[config.mk]
export PLATFORM = sky130hd
export DESIGN_NAME = period_meter
export DESIGN_NICKNAME = d
export VERILOG_FILES = /design/src/rtl/period_meter.sv
export SDC_FILE = /design/constraint.sdc
export NUM_CORES = 1
export LEC_CHECK = 0
export ABC_AREA = 0
export BUFFER_PORTS_ARGS = -buffer_cell sky130_fd_sc_hd__buf_2
export CAP_MARGIN = 15
export CORE_MARGIN = 2
export CORE_UTILIZATION = 60
export CTS_CLUSTER_DIAMETER = 120
export CTS_CLUSTER_SIZE = 10
export DETAILED_ROUTE_END_ITERATION = 12
export PLACE_DENSITY = 0.87
export RECOVER_POWER = 50
export SLEW_MARGIN = 20
export SYNTH_ARGS = -nofsm -noshare
export SYNTH_HDL_FRONTEND = slang
export SYNTH_SLANG_ARGS = --single-unit
[constraint.sdc]
create_clock -name clk -period 3.3 [get_ports clk]
set_input_delay 0.33 -clock clk [delete_from_list [all_inputs] [get_ports clk]]
set_output_delay 0.33 -clock clk [all_outputs]
set_load 0.005 [all_outputs]
[src/rtl/period_meter.sv]
// Period / high-time meter for a slow asynchronous square wave, measured in clk cycles.
// Publishes a period/high_time pair on every rising edge and flags loss of signal.
module period_meter #(
    parameter int          W       = 16,
    parameter int unsigned TIMEOUT = 50000
) (
    input  logic         clk,
    input  logic         rst,
    input  logic         sig_in,
    output logic [W-1:0] period,
    output logic [W-1:0] high_time,
    output logic         valid,
    output logic         locked,
    output logic         timeout
);
    typedef enum logic [1:0] {WAIT_FIRST, MEASURE, LOST} state_t;

    state_t       state_q, state_d;
    logic         s1_q, s2_q, s3_q;
    logic [W-1:0] cnt_q, cnt_d;
    logic [W-1:0] hcnt_q, hcnt_d;
    logic [W-1:0] period_q, period_d;
    logic [W-1:0] high_q, high_d;
    logic         valid_q, valid_d;
    logic         locked_q, locked_d;
    logic         timeout_q, timeout_d;
    logic         rise;

    assign rise = s2_q & ~s3_q;

    always_ff @(posedge clk) begin
        if (rst) begin
            state_q   <= WAIT_FIRST;
            s1_q      <= 1'b0;
            s2_q      <= 1'b0;
            s3_q      <= 1'b0;
            cnt_q     <= '0;
            hcnt_q    <= '0;
            period_q  <= '0;
            high_q    <= '0;
            valid_q   <= 1'b0;
            locked_q  <= 1'b0;
            timeout_q <= 1'b0;
        end else begin
            state_q   <= state_d;
            s1_q      <= sig_in;
            s2_q      <= s1_q;
            s3_q      <= s2_q;
            cnt_q     <= cnt_d;
            hcnt_q    <= hcnt_d;
            period_q  <= period_d;
            high_q    <= high_d;
            valid_q   <= valid_d;
            locked_q  <= locked_d;
            timeout_q <= timeout_d;
        end
    end

    always_comb begin
        state_d   = state_q;
        cnt_d     = cnt_q;
        hcnt_d    = hcnt_q;
        period_d  = period_q;
        high_d    = high_q;
        valid_d   = 1'b0;
        locked_d  = locked_q;
        timeout_d = timeout_q;
        case (state_q)
            WAIT_FIRST: begin
                if (rise) begin
                    cnt_d   = W'(1);
                    hcnt_d  = W'(1);
                    state_d = MEASURE;
                end
            end
            MEASURE: begin
                // A rise on the timeout edge still counts as a measurement.
                if (rise) begin
                    period_d = cnt_q;
                    high_d   = hcnt_q;
                    valid_d  = 1'b1;
                    locked_d = 1'b1;
                    cnt_d    = W'(1);
                    hcnt_d   = W'(1);
                end else if (cnt_q == W'(TIMEOUT)) begin
                    state_d   = LOST;
                    timeout_d = 1'b1;
                    locked_d  = 1'b0;
                end else begin
                    cnt_d = cnt_q + W'(1);
                    if (s2_q) hcnt_d = hcnt_q + W'(1);
                end
            end
            LOST: begin
                // First period after loss is discarded: reload only, no valid.
                if (rise) begin
                    cnt_d     = W'(1);
                    hcnt_d    = W'(1);
                    timeout_d = 1'b0;
                    state_d   = MEASURE;
                end
            end
            default: state_d = WAIT_FIRST;
        endcase
    end

    assign period    = period_q;
    assign high_time = high_q;
    assign valid     = valid_q;
    assign locked    = locked_q;
    assign timeout   = timeout_q;
endmodule

==> results_dict.tcl, run 1 <==
set metrics [dict create \
    outcome "finished, final reports clean" \
    vias 2961 \
    fillers 423 \
    seq_area_frac_synth 0.4621 \
    yosys.area_share.adder 0.01203 \
    fin_setup_tns_ns 0 \
    post-cts-setup-buffer-count 0 \
    design_area_um2 3475 \
    slew_viol_final 0 \
    nNetsFinal 434 \
    syn_avg_cell_area_um2 7.837 \
    track_usage 0.2511 \
    grt_antenna_before_repair 0 \
    synth_top_family_by_area "simple AND/OR/NAND/NOR gates" \
    cts_max_level 3 \
    fmax_ghz 0.4007 \
    synth_top_cell_by_area "dfxtp_1" \
    fin_crit_sh 0.7562 \
    initial_core_util 0.6146 \
    synth-simple-area-share 0.2627 \
    worstSetupEndpointType "register" \
    min_path_type "primary input to register" \
    drive_gt1_frac 0.1090 \
    insertion_delay_ns 0.35 \
    drt_pre_antenna_iters 5 \
    power_density_nw_per_um2 458.6 \
    synth.top_cells.by_area "dfxtp_1 46%, nand2_1 11%, a21oi_1 7.5%, o21ai_0 5.0%, o31ai_1 3.1%" \
    r2r.worst_path.cells 5 \
    area.growth.synth_to_final_pct 11.39 \
    power_mw 1.593 \
    drt_iter0_markers 428 \
    syn-cell-area_um2 3119 \
    place_hpwl_mm 4.647 \
    arrival_ns 2.70 \
    synth_top_area_frac 0.4621 \
    vdd_drop_max_mv 0.3017 \
    synth_compound_area_frac 0.2218 \
    hold_viol 0 \
    fp.dieH_um 76.10 \
    placed_area_um2 3321 \
    io_buffer_count 37 \
    n_antenna_cell 0 \
    die-area_um2 5791 \
    period_minus_slack_ns 2.496 \
    syn_inst 398 \
    cts.path.max_buffers 2 \
    ctsResizeCount 0 \
    rows 26 \
    cts.clk_slew.worst_paths_ns 0.07 \
    fin_cells 501 \
    cts_tree "yes" \
    worst_slew_pin_slew_ns 1.459 \
    relSlewSlack 0.02766 \
    crit_required_ns 3.51 \
    hp-start "sig_in" \
    cap_violations 0 \
    rsz0062_at_grt "false" \
    die_x_um 76.10 \
    setup_violations 0 \
    ctsHoldBuffers 0 \
    ys_warn_count 0 \
    final_util 0.6847 \
    async_flop_share 0 \
    cp_slowest_stage_delay_ns 0.76 \
    io_pins 38 \
    root_buffer "clkbuf_8" \
    synth_xor_area_frac 0 \
    synth_nets 404 \
    cts_buffers 9 \
    synth.distinct_cells 41 \
    dpl.cell_count 487 \
    drt-total-wl_mm 7.005 \
    path_class "register to register" \
    r2r-start "cnt_q[2]" \
    gr-total-overflow 0 \
    grt_max_degree 53 \
    worstSetupStartpoint "cnt_q[2]" \
    multi_input_area_um2 1562 \
    fin_worst_skew_ns 0.006951 \
    synth_ff_type "dfxtp_1" \
    synthMuxAreaShare 0.003209 \
    r2r_end "cnt_q[10]" \
    viasPerCell 5.910 \
    core_region_area_um2 5075 \
    cp_max_fo 10 \
    r2r_setup_slack_ns 0.80 \
    leakagePower_nw 1.192 \
    cts_sinks 72 \
    grt_pass1_wl_mm 11.79 \
    path_cells "or4_4 -> nor4_2 -> o21ai_1 -> a41oi_1 -> a211oi_1" \
    first_global_vias 2517 \
    regArea_um2 1441 \
    antenna_left 0 \
    holdPathStages 2 \
    cpMaxStageDelayCell "nor4_2" \
    ys_seq_elements 72 \
    hold_end "s1_q" \
    drc_errors 0 \
    synth_edf_count 0 \
    post_drt_wl_per_cell_um 13.98 \
    start_kind "register" \
    place.gp.congestion 0.9326 \
]
## how the worst max path moves through the flow
stage,end,cells past startpoint,slack [ns]
floorplan,hcnt_q[8],8,1.10
global placement,cnt_q[10],5,0.93
detailed placement,cnt_q[10],5,0.90
CTS,cnt_q[10],5,0.88
global route,period[14],5,0.68
finish,cnt_q[10],5,0.80
## report_power, final
group          switching, mW  total, mW  internal, mW
logic                 0.0396     0.0556        0.0160
clock network          0.317      0.652         0.335
registers             0.0112      0.886         0.874
## synth_stat cells, types with 4 or more instances
library cell	number
nand4_1	5
dfxtp_1	72
o21ai_0	31
nor3_1	7
nand3_1	18
nand2b_1	4
o21ai_1	4
a21oi_1	47
o31ai_1	13
a31oi_1	7
nand2_1	95
nor2_1	19
clkbuf_1	16
nor2b_1	8
inv_1	6
## stage by stage
step	hold slack, ns	setup slack [ns]
after global placement	0.4268	0.9288
after global routing	0.1952	0.6810
after detailed placement	0.4286	0.9039
after CTS	0.1970	0.8837
final	0.1964	0.8045
after floorplan	0.4138	1.101
## critical path, delay by kind of cell (launching register included)
family | cells | cell delay, ns
simple gates | 2 | 1.33
compound gates | 3 | 0.63
flops | 1 | 0.40
## metal layers
layer / vias to the layer above / global-route usage / routed length [µm]
met4: 0 / 0.1327 / 151
met2: 131 / 0.3580 / 3020
li1: 1469 / - / -
met5: - / 0 / 0
met1: 1346 / 0.3616 / 3375
met3: 15 / 0.04621 / 456
## placed cells by master (no fill, tap or decap), drive strengths merged, types with 3 or more instances in the layout
master  netlist  final
nand2        95     95
dfxtp        72     72
a21oi        49     49
o21ai        35     35
buf           5     26
clkbuf       16     23
nor2         19     19
nand3        18     18
o31ai        13     13
nor2b         8      8
a31oi         8      8
nor3          7      7
inv           6      6
nand4         5      5
nand2b        4      4
clkinv        0      4
nor4          4      4
or3           3      3
a211oi        3      3
ha            3      3
or4           3      3
## registers in the layout, indices dropped and copies added, names as in the netlist
register	cells
cnt_q	16
hcnt_q	16
high_time	16
period	16
state_q	2
locked	1
s1_q	1
s2_q	1
s3_q	1
timeout	1
valid	1
## final cells by class
cell class,instances,area share
clock buffer,9,0.03565
clock inverter,5,0.01440
inverter,6,0.006482
multi-input combinational,299,0.4494
sequential,72,0.4148
tap,70,0.02521
timing repair buffer,40,0.05402
## cells by family (layout without fill, tap and decap cells)
group / after synthesis / count (layout)
flip-flops: 72 / 72
buffers and inverters: 27 / 60
adder cells (fa/ha/maj): 3 / 3
multiplexers: 1 / 1
AND/OR/NAND/NOR: 177 / 177
AO/OA/AOI/OAI: 118 / 118
No activity file was read; power rests on OpenSTA's default activity.
==> run 2: changes to the inputs <==
--- a/config.mk
+++ b/config.mk
@@ -9,11 +9,11 @@
 export BUFFER_PORTS_ARGS = -buffer_cell sky130_fd_sc_hd__buf_2
 export CAP_MARGIN = 15
 export CORE_MARGIN = 2
-export CORE_UTILIZATION = 60
+export CORE_UTILIZATION = 57
 export CTS_CLUSTER_DIAMETER = 120
 export CTS_CLUSTER_SIZE = 10
 export DETAILED_ROUTE_END_ITERATION = 12
-export PLACE_DENSITY = 0.87
+export PLACE_DENSITY = 0.83
 export RECOVER_POWER = 50
 export SLEW_MARGIN = 20
 export SYNTH_ARGS = -nofsm -noshare
==> constraint.sdc (replaced) <==
create_clock -name clk -period 2.6 [get_ports clk]
set_input_delay 0.26 -clock clk [delete_from_list [all_inputs] [get_ports clk]]
set_output_delay 0.26 -clock clk [all_outputs]
set_load 0.005 [all_outputs]
==> results_dict.tcl, run 2 (synthesized netlist as in run 1, its figures left out) <==
set metrics [dict create \
    r2r-start "cnt_q[2]" \
    cts_tree "yes" \
    insertion_delay_ns 0.34 \
    cts.clk_slew.worst_paths_ns 0.07 \
    hold_viol 0 \
    crit_required_ns 2.85 \
    drt_pre_antenna_iters 4 \
    period_minus_slack_ns 2.467 \
    initial_core_util 0.5993 \
    die_x_um 77.98 \
    power_density_nw_per_um2 576.0 \
    finalWorstSetupSlack_ns 0.1329 \
    first_global_vias 2589 \
    core_region_area_um2 5205 \
    final_cell_mix "95 x nand2_1, 72 x dfxtp_1, 47 x a21oi_1" \
    relSlewSlack 0.3701 \
    outcome "finished, final reports clean" \
    cts_sinks 72 \
    cp_max_fo 14 \
    worstSetupEndpointType "register" \
    place.gp.congestion 0.8907 \
    grt_antenna_before_repair 0 \
    leakagePower_nw 1.283 \
    vias 3037 \
    vdd_drop_max_mv 0.3557 \
    final_util 0.6909 \
    setup_violations 0 \
    nNetsFinal 444 \
    cp_slowest_stage_delay_ns 0.72 \
    fp.dieH_um 77.98 \
    fin_crit_sh 0.9489 \
    slew_viol_final 0 \
    die-area_um2 6080 \
    grt_pass1_wl_mm 12.30 \
    rsz0062_at_grt "false" \
    root_buffer "clkbuf_8" \
    cts_max_level 3 \
    r2r_end "hcnt_q[14]" \
    io_buffer_count 37 \
    multi_input_area_um2 1569 \
    place_hpwl_mm 5.040 \
    ctsHoldBuffers 0 \
    path_cells "or4_4 -> or4_1 -> a31oi_4 -> o21ai_0 -> o31ai_1" \
    worst_slew_pin_slew_ns 0.9448 \
    viasPerCell 5.920 \
    cap_violations 0 \
    worstSetupStartpoint "cnt_q[2]" \
    drive_gt1_frac 0.1445 \
    start_kind "register" \
    path_class "register to register" \
    min_path_type "primary input to register" \
    drc_errors 0 \
    cts.path.max_buffers 2 \
    area.growth.synth_to_final_pct 15.28 \
    dpl.cell_count 497 \
    crit_path_end "hcnt_q[14]" \
    grt_max_degree 34 \
    arrival_ns 2.72 \
    place_ws_ns 0.1716 \
    drt_iter0_markers 289 \
    drt-total-wl_mm 7.549 \
    final_common_cell "nand2_1" \
    r2r.worst_path.cells 5 \
    cts_buffers 9 \
    gr-total-overflow 0 \
    n_antenna_cell 0 \
    fin_cells 513 \
    post_drt_wl_per_cell_um 14.72 \
    antenna_left 0 \
    fin_setup_tns_ns 0 \
    fillers 431 \
    track_usage 0.2535 \
    fin_worst_skew_ns 0.004878 \
    fmax_ghz 0.4053 \
    regArea_um2 1441 \
    io_pins 38 \
    cpMaxStageDelayCell "or4_1" \
    rows 26 \
    r2r_setup_slack_ns 0.13 \
]
==> run 2: cell types whose count changed in the layout (fill, tap and decap cells not counted), sizes merged <==
cell    previous run  this run
clkbuf            23        20
buf               26        40
clkinv             4         5
==> run 2: what timing repair did <==
action                     4_1_cts  5_1_grt
setup endpoints to repair        0        1
buffers inserted                 0        0
gates resized for setup          0        1
==> run 2: where the power goes <==
part	leakage, nW	internal (mW)	switching (mW)
combinational	0.596	0.0236	0.0564
sequential	0.581	1.11	0.0121
clock	0.106	0.464	0.406
==> run 2: metrics by stage <==
step | power [mW] | hold slack, ns | instance area [µm²]
global route | 2.144 | 0.1471 | 3596
floorplan | 1.202 | 0.3882 | 3119
finish | 2.071 | 0.1225 | 3596
detailed placement | 1.224 | 0.4421 | 3408
global placement | 1.223 | 0.4376 | 3408
CTS | 2.084 | 0.1174 | 3605
==> run 2: critical path: cells and delay by family, from the launching register on <==
kind,cells,cell delay [ns]
AO/OA/AOI/OAI,3,0.68
flip-flops,1,0.39
AND/OR/NAND/NOR,2,1.30
==> run 2: worst min path at each step <==
stage / start / endpoint / slack, ns / cells past startpoint
final: sig_in / s1_q / 0.12 / 2
after global routing: sig_in / s1_q / 0.15 / 2
after CTS: sig_in / s1_q / 0.12 / 2
after detailed placement: s1_q / s2_q / 0.44 / 1
after global placement: s1_q / s2_q / 0.44 / 1
after floorplan: sig_in / s1_q / 0.39 / 1
==> run 2: routing by layer <==
| layer | global-route usage | share of wire |
|---|---|---|
| met5 | 0 | 0 |
| met2 | 0.3612 | 0.44 |
| met3 | 0.05000 | 0.065 |
| met4 | 0.1246 | 0.021 |
| met1 | 0.3653 | 0.48 |
==> run 2: layout make-up <==
type                            count  area share
Sequential cell                    72      0.4008
Timing Repair Buffer               50     0.07759
Clock buffer                       10     0.03827
Inverter                            6    0.006263
Clock inverter                      6     0.01635
Multi-Input combinational cell    299      0.4363
Tap cell                           70     0.02436
